`src/rtl/conv3x3_pkg.sv`:
```
// Shared constants, state encoding and helpers for the 3x3 convolution
// window serializer.
package conv3x3_pkg;

    localparam int N_TAP     = 9;
    localparam int TAP_IDX_W = 4;

    // State encoding kept as plain constants so older blocks can share it.
    typedef logic [1:0] state_t;
    localparam state_t IDLE   = 2'd0;
    localparam state_t STREAM = 2'd1;
    localparam state_t GAP    = 2'd2;

    // True on the final tap of a window.
    function automatic logic is_last_tap(input logic [TAP_IDX_W-1:0] idx);
        return idx == TAP_IDX_W'(N_TAP - 1);
    endfunction

endpackage

```
`src/rtl/conv3x3_tap_mux.sv`:
```
// N_TAP:1 selector of packed {pixel, weight} pairs, indexed by the tap index.
// An out-of-range index selects zero.
module conv3x3_tap_mux #(
    parameter int N_TAP = 9,
    parameter int DW    = 8,
    parameter int WW    = 8,
    parameter int SEL_W = 4
) (
    input  logic [N_TAP*(DW+WW)-1:0] pairs,
    input  logic [SEL_W-1:0]         sel,
    output logic [DW+WW-1:0]         pair_sel
);

    // Pick the pair whose position matches sel.
    always_comb begin
        pair_sel = '0;
        for (int i = 0; i < N_TAP; i++) begin
            if (sel == SEL_W'(i)) begin
                pair_sel = pairs[i*(DW+WW) +: (DW+WW)];
            end
        end
    end

endmodule

```
`src/rtl/conv3x3_win_ser.sv`:
```
// Window serializer: captures a 3x3 pixel window and a 3x3 weight set, then
// streams (pixel, weight) pairs one tap per cycle. Each 9-beat burst is
// followed by one GAP cycle in which the downstream tap counter completes.
module conv3x3_win_ser #(
    parameter int DW    = 8,
    parameter int WW    = 8,
    parameter int N_TAP = 9
) (
    input  logic                clk,
    input  logic                rst,
    input  logic                win_vld,
    output logic                win_rdy,
    input  logic [N_TAP*DW-1:0] win_data,
    input  logic                wgt_vld,
    output logic                wgt_rdy,
    input  logic [N_TAP*WW-1:0] wgt_data,
    output logic                wgt_loaded,
    output logic [DW-1:0]       px,
    output logic [WW-1:0]       wt,
    output logic [3:0]          tap_idx,
    output logic                out_vld,
    output logic                last
);

    import conv3x3_pkg::*;

    state_t                     state;
    logic [N_TAP*DW-1:0]        win_q;
    logic [N_TAP*WW-1:0]        wgt_q;
    logic [N_TAP*(DW+WW)-1:0]   pairs;
    logic [DW+WW-1:0]           pair_sel;
    logic                       win_fire;
    logic                       wgt_fire;

    // Both inputs are blocked while a burst is streaming; a window also
    // needs a weight set to have been loaded first.
    assign wgt_rdy  = (state != STREAM);
    assign win_rdy  = wgt_loaded && (state != STREAM);
    assign wgt_fire = wgt_vld && wgt_rdy;
    assign win_fire = win_vld && win_rdy;

    assign out_vld  = (state == STREAM);
    assign last     = (state == STREAM) && is_last_tap(tap_idx);

    // Capture the weight set and window on their handshakes; a simultaneous
    // capture lets a new weight set apply to the window taken with it.
    always_ff @(posedge clk) begin
        if (rst) begin
            win_q      <= '0;
            wgt_q      <= '0;
            wgt_loaded <= 1'b0;
        end else begin
            if (wgt_fire) begin
                wgt_q      <= wgt_data;
                wgt_loaded <= 1'b1;
            end
            if (win_fire) begin
                win_q <= win_data;
            end
        end
    end

    // Burst sequencing: IDLE waits for a window, STREAM walks taps 0..8,
    // GAP is a single idle cycle that may chain straight into the next burst.
    always_ff @(posedge clk) begin
        if (rst) begin
            state   <= IDLE;
            tap_idx <= '0;
        end else begin
            case (state)
                IDLE: begin
                    if (win_fire) begin
                        state   <= STREAM;
                        tap_idx <= '0;
                    end
                end
                STREAM: begin
                    if (is_last_tap(tap_idx)) begin
                        state   <= GAP;
                        tap_idx <= '0;
                    end else begin
                        tap_idx <= tap_idx + 4'd1;
                    end
                end
                GAP: begin
                    tap_idx <= '0;
                    state   <= win_fire ? STREAM : IDLE;
                end
                default: begin
                    state   <= IDLE;
                    tap_idx <= '0;
                end
            endcase
        end
    end

    // Pair each pixel with its weight so one selector serves both outputs.
    for (genvar i = 0; i < N_TAP; i++) begin : g_pair
        assign pairs[i*(DW+WW) +: (DW+WW)] = {win_q[i*DW +: DW], wgt_q[i*WW +: WW]};
    end

    conv3x3_tap_mux #(
        .N_TAP (N_TAP),
        .DW    (DW),
        .WW    (WW),
        .SEL_W (4)
    ) u_tap_mux (
        .pairs    (pairs),
        .sel      (tap_idx),
        .pair_sel (pair_sel)
    );

    assign px = pair_sel[DW+WW-1:WW];
    assign wt = pair_sel[WW-1:0];

endmodule

```
`config.mk`:
```
export PLATFORM = sky130hd
export DESIGN_NAME = conv3x3_win_ser
export DESIGN_NICKNAME = d
export VERILOG_FILES = /design/src/rtl/conv3x3_pkg.sv /design/src/rtl/conv3x3_tap_mux.sv /design/src/rtl/conv3x3_win_ser.sv
export SDC_FILE = /design/constraint.sdc
export NUM_CORES = 1
export LEC_CHECK = 0
export CAP_MARGIN = 5
export CORE_MARGIN = 2
export CORE_UTILIZATION = 53
export DETAILED_ROUTE_END_ITERATION = 12
export PLACE_DENSITY = 0.95
export SETUP_SLACK_MARGIN = 0.3
export SLEW_MARGIN = 15
export SYNTH_ARGS = -nofsm -noshare
export SYNTH_HDL_FRONTEND = slang
export SYNTH_SLANG_ARGS = --single-unit
```
`constraint.sdc`:
```
create_clock -name clk -period 4.96 [get_ports clk]
set_input_delay 1.488 -clock clk [delete_from_list [all_inputs] [get_ports clk]]
set_output_delay 1.488 -clock clk [all_outputs]
set_load 0.05 [all_outputs]
```
==> run metrics, run 1 <==
post-CTS setup-driven buffer insertion count 0; start-to-end type of the worst setup path register to primary output; RSZ-0062 raised after global routing no; Hold Vio Cnt, Final 0; number of synthesized register bits around 150; internal power about 2300 uW; hold buffers post-CTS 0; final worst-path setup slack 427 ps; wire length of the first global-routing pass about 32 mm; Net Count, Synth 1068; routed length per instance ~16 um; maximum clock insertion buffer count 2; Clk pwr share between 40% and 50%; combined area of all synthesized cells roughly 6700 um2; post-place setup slack about 960 ps; clock network latency to the later pin of the worst-skew pair roughly 430 ps; number of clock buffers inserted by TritonCTS 17; post-synthesis average cell area roughly 7.3 um2; post-detailed-routing wire length 20.2 mm; slowest library cell on the worst path sky130_fd_sc_hd__nor2_1; buffering stage count on the worst path with inverters included 2; worst-case hold slack between 400 and 500 ps; Routed Antenna Nets 0; Worst setup SP type register; proportion of register bits with asynchronous set or reset after synthesis 0%; Clk pin slew, worst setup/hold paths 60 ps; post-route fraction of the period consumed by the critical path between 90% and 100%; most common library cell in the layout ignoring fill and taps sky130_fd_sc_hd__nand2_1; Post-Place Cells roughly 1200; final routed DRC violation total 0; sort of element at the end of the critical path primary output; classification of the worst-slack hold path register to register; post-layout net count 1193; largest net degree at the start of global routing slightly below 90; number of top-level pins about 170; crit-path leading delay family simple AND/OR/NAND/NOR gates; Sequential Power Share 42.6%; total count of max-transition violations in the final report 0; detail-routed via count per cell 5.67; dominant synthesized flop cell sky130_fd_sc_hd__dfxtp_1; total number of H-tree levels 4; Worst Max-Slew Pin Slew roughly 1000 ps; final setup vio count 0; total global-route track usage a little under a third; sink count of the clock tree approximately 150; crit-path cells ha_1 > inv_1 > nor2_1 > a222oi_1 > nand2_1 > buf_12; max cap viols 0; WP data arrival about 3100 ps; TritonCTS clock tree done; delay of the slowest critical-path stage between 600 and 700 ps; post-layout min period around 4500 ps; count of input and output buffers about 170; leakage component of the power roughly 0.0033 uW; num rows 41; Resized cells post-CTS 0; Switching Power 823 uW; number of warnings reported in the yosys synthesis log 0; maximum fanout count along the critical path 16; vias in the first global route 6678; die span in y between 100 and 150 um; Die ar. around 14000 um2; hpwl dp 13.3 mm; commonest cells after routing, fill and taps aside sky130_fd_sc_hd__nand2_1, sky130_fd_sc_hd__a21oi_1, sky130_fd_sc_hd__clkdlybuf4s50_1; Routability Congestion 0.971; largest vdd supply drop about 0.00025 V; TNS Setup 0 ps; Gate power share between 10% and 20%; maximum clock frequency 221 MHz; number of enable flip-flop cells after synthesis 0; initial antenna violation count 0; die boundary width around 120 um; Pwr Density 340 nW/um2; DRT Pass-1 Iters 6; initial DRC count between 700 and 800; net switching share of the total power around a quarter; vias post-DR ~6900; CP Data Required Time 3470 ps; part of the Yosys area used for sequential elements a little under half; Clock Skew between 5 and 6 ps; Worst slew margin between 30 and 40%; area added between synthesis and finish 35.9%; outcome completed; number of library cell types mapped by synthesis 37; post-synthesis cell count around 900; overflow left after global routing 0; number of inserted diodes 0; initial cell density of the core about 54%; proportion of layout cells with a drive suffix above 1 6.36%; end-of-flow core utilization between 70% and 80%; Core ar. 12500 um2; Final Non-Filler Cells 1226; Clock Tree Root sky130_fd_sc_hd__clkbuf_16
[final timing paths]
check / cells after the start / to / slack [ps] / startpoint
max reg2reg: 6 / tap_idx[0] / 2630 / tap_idx[0]
min reg2reg: 2 / win_q[21] / 450 / win_q[21]
max: 6 / wt[1] / 430 / tap_idx[1]
min: 2 / win_q[21] / 450 / win_q[21]
[synthesized netlist by cell type, types with 2 or more instances]
cell type,n,area share (%)
sky130_fd_sc_hd__buf_2,17,1.3
sky130_fd_sc_hd__dfxtp_1,151,45
sky130_fd_sc_hd__nor3_2,2,0.30
sky130_fd_sc_hd__clkbuf_1,48,2.7
sky130_fd_sc_hd__mux2i_1,15,2.2
sky130_fd_sc_hd__a211o_1,8,1.0
sky130_fd_sc_hd__nand2_1,335,19
sky130_fd_sc_hd__ha_1,4,0.75
sky130_fd_sc_hd__o211ai_1,10,1.1
sky130_fd_sc_hd__a211oi_1,2,0.22
sky130_fd_sc_hd__a221o_1,7,1.0
sky130_fd_sc_hd__buf_1,5,0.28
sky130_fd_sc_hd__o21ai_0,26,1.9
sky130_fd_sc_hd__buf_4,3,0.34
sky130_fd_sc_hd__nor2_1,17,0.95
sky130_fd_sc_hd__a222oi_1,8,1.2
sky130_fd_sc_hd__or3_1,3,0.28
sky130_fd_sc_hd__a221oi_1,7,0.92
sky130_fd_sc_hd__a21oi_1,174,13
sky130_fd_sc_hd__nand3_1,9,0.67
sky130_fd_sc_hd__clkbuf_2,2,0.15
sky130_fd_sc_hd__a31oi_1,8,0.75
sky130_fd_sc_hd__and3b_1,2,0.26
sky130_fd_sc_hd__inv_1,21,1.2
sky130_fd_sc_hd__and2_1,2,0.19
sky130_fd_sc_hd__nand2b_1,19,1.8
[kinds of logic (layout without fill, tap and decap cells)]
family                   count (synthesis)  count (layout)  share of synthesized area [%]
flip-flops                             151             151                           45.1
multiplexers                            15              15                           2.24
AO/OA/AOI/OAI                          254             254                           21.8
AND/OR/NAND/NOR                        394             394                           23.9
XOR/XNOR                                 1               1                          0.131
adder cells (fa/ha/maj)                  4               4                          0.747
buffers and inverters                   97             235                           6.07
[per-stage QoR]
step	cell area (um2)	power, uW
after floorplan	6700	1620
final	9110	3100
after global placement	8540	1850
after CTS	9100	3090
after global routing	9110	3200
after detailed placement	8540	1860
[final cells by class]
cell class,count,area (um2)
Fill cell,864,3360
Multi-Input combinational cell,668,3280
Sequential cell,151,3020
Timing Repair Buffer,182,1940
Clock buffer,21,460
Tap cell,172,215
Clock inverter,11,105
Inverter,21,78.8
[power by group through the flow]
| stage | sequential (uW) | clock [uW] | combinational [uW] |
|---|---|---|---|
| final | 1320 | 1250 | 533 |
| after global routing | 1330 | 1300 | 574 |
| after CTS | 1320 | 1240 | 530 |
| after detailed placement | 1340 | 0 | 522 |
| after global placement | 1340 | 0 | 511 |
| after floorplan | 1340 | 0 | 278 |
[worst register-to-register path, cell delays in order (launching register included)]
cell and delay (ps):
sky130_fd_sc_hd__dfxtp_1 350, sky130_fd_sc_hd__inv_1 130, sky130_fd_sc_hd__ha_1 560, sky130_fd_sc_hd__and3b_1 710, sky130_fd_sc_hd__a211oi_1 160, sky130_fd_sc_hd__o21ai_0 200, sky130_fd_sc_hd__nor2_1 100
[sequential cells by signal, summed over array words and instances (netlist names)]
signal	flops
wgt_q	72
wgt_loaded	1
win_q	72
state	2
tap_idx	4
[per-layer routing]
layer	vias up	share of wire [%]	track usage, %
li1	3308	-	-
met1	3195	41	39.1
met2	365	46	48.3
met3	78	8.4	6.54
met4	0	4.7	16.6
met5	-	0	0
No activity file was read; power rests on OpenSTA's default activity.
==> inputs of run 2 (changes only) <==
ABC_AREA = 0   (was unset)
CTS_CLUSTER_DIAMETER = 200   (was unset)
HOLD_SLACK_MARGIN = 0.06   (was unset)
==> results of run 2 <==
No change in the layout: final DEF, timing and power equal those of run 1.
==> inputs of run 3 (changes only) <==
CORE_ASPECT_RATIO = 1.75   (was unset)
SLEW_MARGIN = unset   (was 15)
==> run 3 against run 2 <==
- design area is 0.92% higher
- power is 5.3% higher
- global-route usage is 1.1 points higher
- wire length is 5.8% higher
- largest power group is now clock
- clock power is 13% higher
- sequential cell count stayed put
- clock skew is 1.4 ps lower
- non-clock buffer count is 1 higher
- first-iteration DRC count is 22% lower
- via count is 0.55% higher
- register-to-register slack worse by 50 ps
- clock-buffer cell count stayed put
==> run metrics, run 3 (same netlist as run 1, synthesis figures left out) <==
num rows 54; maximum clock frequency about 220 MHz; routed length per instance ~17 um; number of clock buffers inserted by TritonCTS 17; outcome completed; vias post-DR ~7000; worst-case hold slack 451 ps; GRT busiest layer met2; Hold Vio Cnt, Final 0; DRT Pass-1 Iters 8; final setup vio count 0; sort of element at the end of the critical path primary output; sink count of the clock tree roughly 150; RSZ-0062 raised after global routing no; wire length of the first global-routing pass about 33 mm; Clk pin slew, worst setup/hold paths 60 ps; combined area of the multi-input logic cells 3280 um2; classification of the worst-slack hold path register to register; total count of max-transition violations in the final report 0; Crit Reg-Reg Endpoint win_q[43]; number of inserted diodes 0; worst reg2reg startpoint state[0]; start-to-end type of the worst setup path register to primary output; post-CTS setup-driven buffer insertion count 0; initial DRC count approximately 560; leakage component of the power about 0.0033 uW; post-route fraction of the period consumed by the critical path approximately nine tenths; count of input and output buffers between 150 and 200; WP data arrival around 3000 ps; die span in y 153 um; origin of the worst min-delay path win_q[18]; TNS Setup 0 ps; FF+latch area around 3000 um2; Routed Antenna Nets 0; post-layout net count between 1000 and 1500; commonest cells after routing, fill and taps aside sky130_fd_sc_hd__nand2_1, sky130_fd_sc_hd__a21oi_1, sky130_fd_sc_hd__clkdlybuf4s50_1; post-layout min period roughly 4500 ps; Worst Max-Slew Pin Slew 1120 ps; initial cell density of the core ~54%; clock network latency to the later pin of the worst-skew pair between 400 and 500 ps; proportion of layout cells with a drive suffix above 1 under 10%; Crit. Startpoint tap_idx[0]; setup slack on the worst flop-to-flop path 2580 ps; number of top-level pins 173; largest net degree at the start of global routing 78; detail-routed via count per cell around 5.7; hpwl dp ~15 mm; met1 usage in global routing a little under a third; Core ar. 12400 um2; Pwr Density ~360 nW/um2; final design area excluding fillers 9190 um2; initial antenna violation count 0; length in cells of the worst reg-to-reg path 6; max cap viols 0; Worst setup SP type register; Worst slew margin approximately a quarter; die boundary width around 90 um; vias in the first global route 6845; Die ar. 13600 um2; post-detailed-routing wire length 21.3 mm; Global Route met3 Usage roughly 6.9%; overflow left after global routing 0; final routed DRC violation total 0; maximum fanout count along the critical path 15; Routability Congestion about 0.9; Clock Skew roughly 4.2 ps; most common library cell in the layout ignoring fill and taps sky130_fd_sc_hd__nand2_1; total global-route track usage 31.7%; CP Data Required Time ~3500 ps; registers with the most flip-flops wgt_q (72), win_q (72), tap_idx (4); Filler cells just under 900; hold buffers post-CTS 0; Clock Tree Root sky130_fd_sc_hd__clkbuf_16; largest vdd supply drop around 0.00024 V; M2 GR Usage 55.7%; end-of-flow core utilization ~74%; Critical path destination wt[5]; Resized cells post-CTS 0; total number of H-tree levels 4; TritonCTS clock tree done; maximum clock insertion buffer count 2; area added between synthesis and finish 37.2%; placed cell areas ~8500 um2
## run 3: changes by cell type in the layout (fill, tap and decap cells not counted), sizes merged
cell	previous run	this run
buf	27	28
clkinvlp	0	1
bufinv	2	4
clkinv	9	5
inv	21	22
## run 3: metrics by stage
step / cells / setup slack [ps] / power, uW
2_1_floorplan: 916 / 838 / 1620
3_3_place_gp: 1191 / 1120 / 1860
3_5_place_dp: 1191 / 1030 / 1870
4_1_cts: 1223 / 549 / 3260
5_1_grt: 1223 / 301 / 3360
6_report: 1223 / 485 / 3260
## run 3: worst min path at each step
| stage | endpoint | slack (ps) | cells after the start |
|---|---|---|---|
| after global routing | win_q[29] | 470 | 2 |
| after floorplan | wgt_q[16] | 430 | 2 |
| final | win_q[18] | 450 | 2 |
| after global placement | win_q[19] | 440 | 2 |
| after CTS | win_q[18] | 450 | 2 |
| after detailed placement | win_q[18] | 440 | 2 |
## run 3: layout make-up
type	instances	share of cell area, %
clock buffer	21	5.23
clock inverter	11	1.84
inverter	21	0.858
multi-input combinational	668	35.7
sequential	151	32.9
tap	168	2.29
timing repair buffer	183	21.2
## run 3: layer usage
metal / part of all wire (%) / vias to the layer above
li1: - / 3305
met1: 33 / 3226
met2: 53 / 337
met3: 5.7 / 116
met4: 8.1 / 0
met5: 0 / -
## run 3: worst max-delay path: stages, from the launching register on
cell	delay (ps)
sky130_fd_sc_hd__dfxtp_1	350
sky130_fd_sc_hd__inv_1	130
sky130_fd_sc_hd__ha_1	470
sky130_fd_sc_hd__nor3b_2	960
sky130_fd_sc_hd__a222oi_1	290
sky130_fd_sc_hd__nand2_1	200
sky130_fd_sc_hd__buf_12	160
## run 3: where the power goes
| group | switching [uW] | leakage [uW] | total [uW] | internal [uW] |
|---|---|---|---|---|
| Clock | 511 | 0.000319 | 1410 | 896 |
| Sequential | 46.4 | 0.00124 | 1330 | 1280 |
| Combinational | 291 | 0.00173 | 532 | 241 |
| Total | 848 | 0.00329 | 3260 | 2420 |
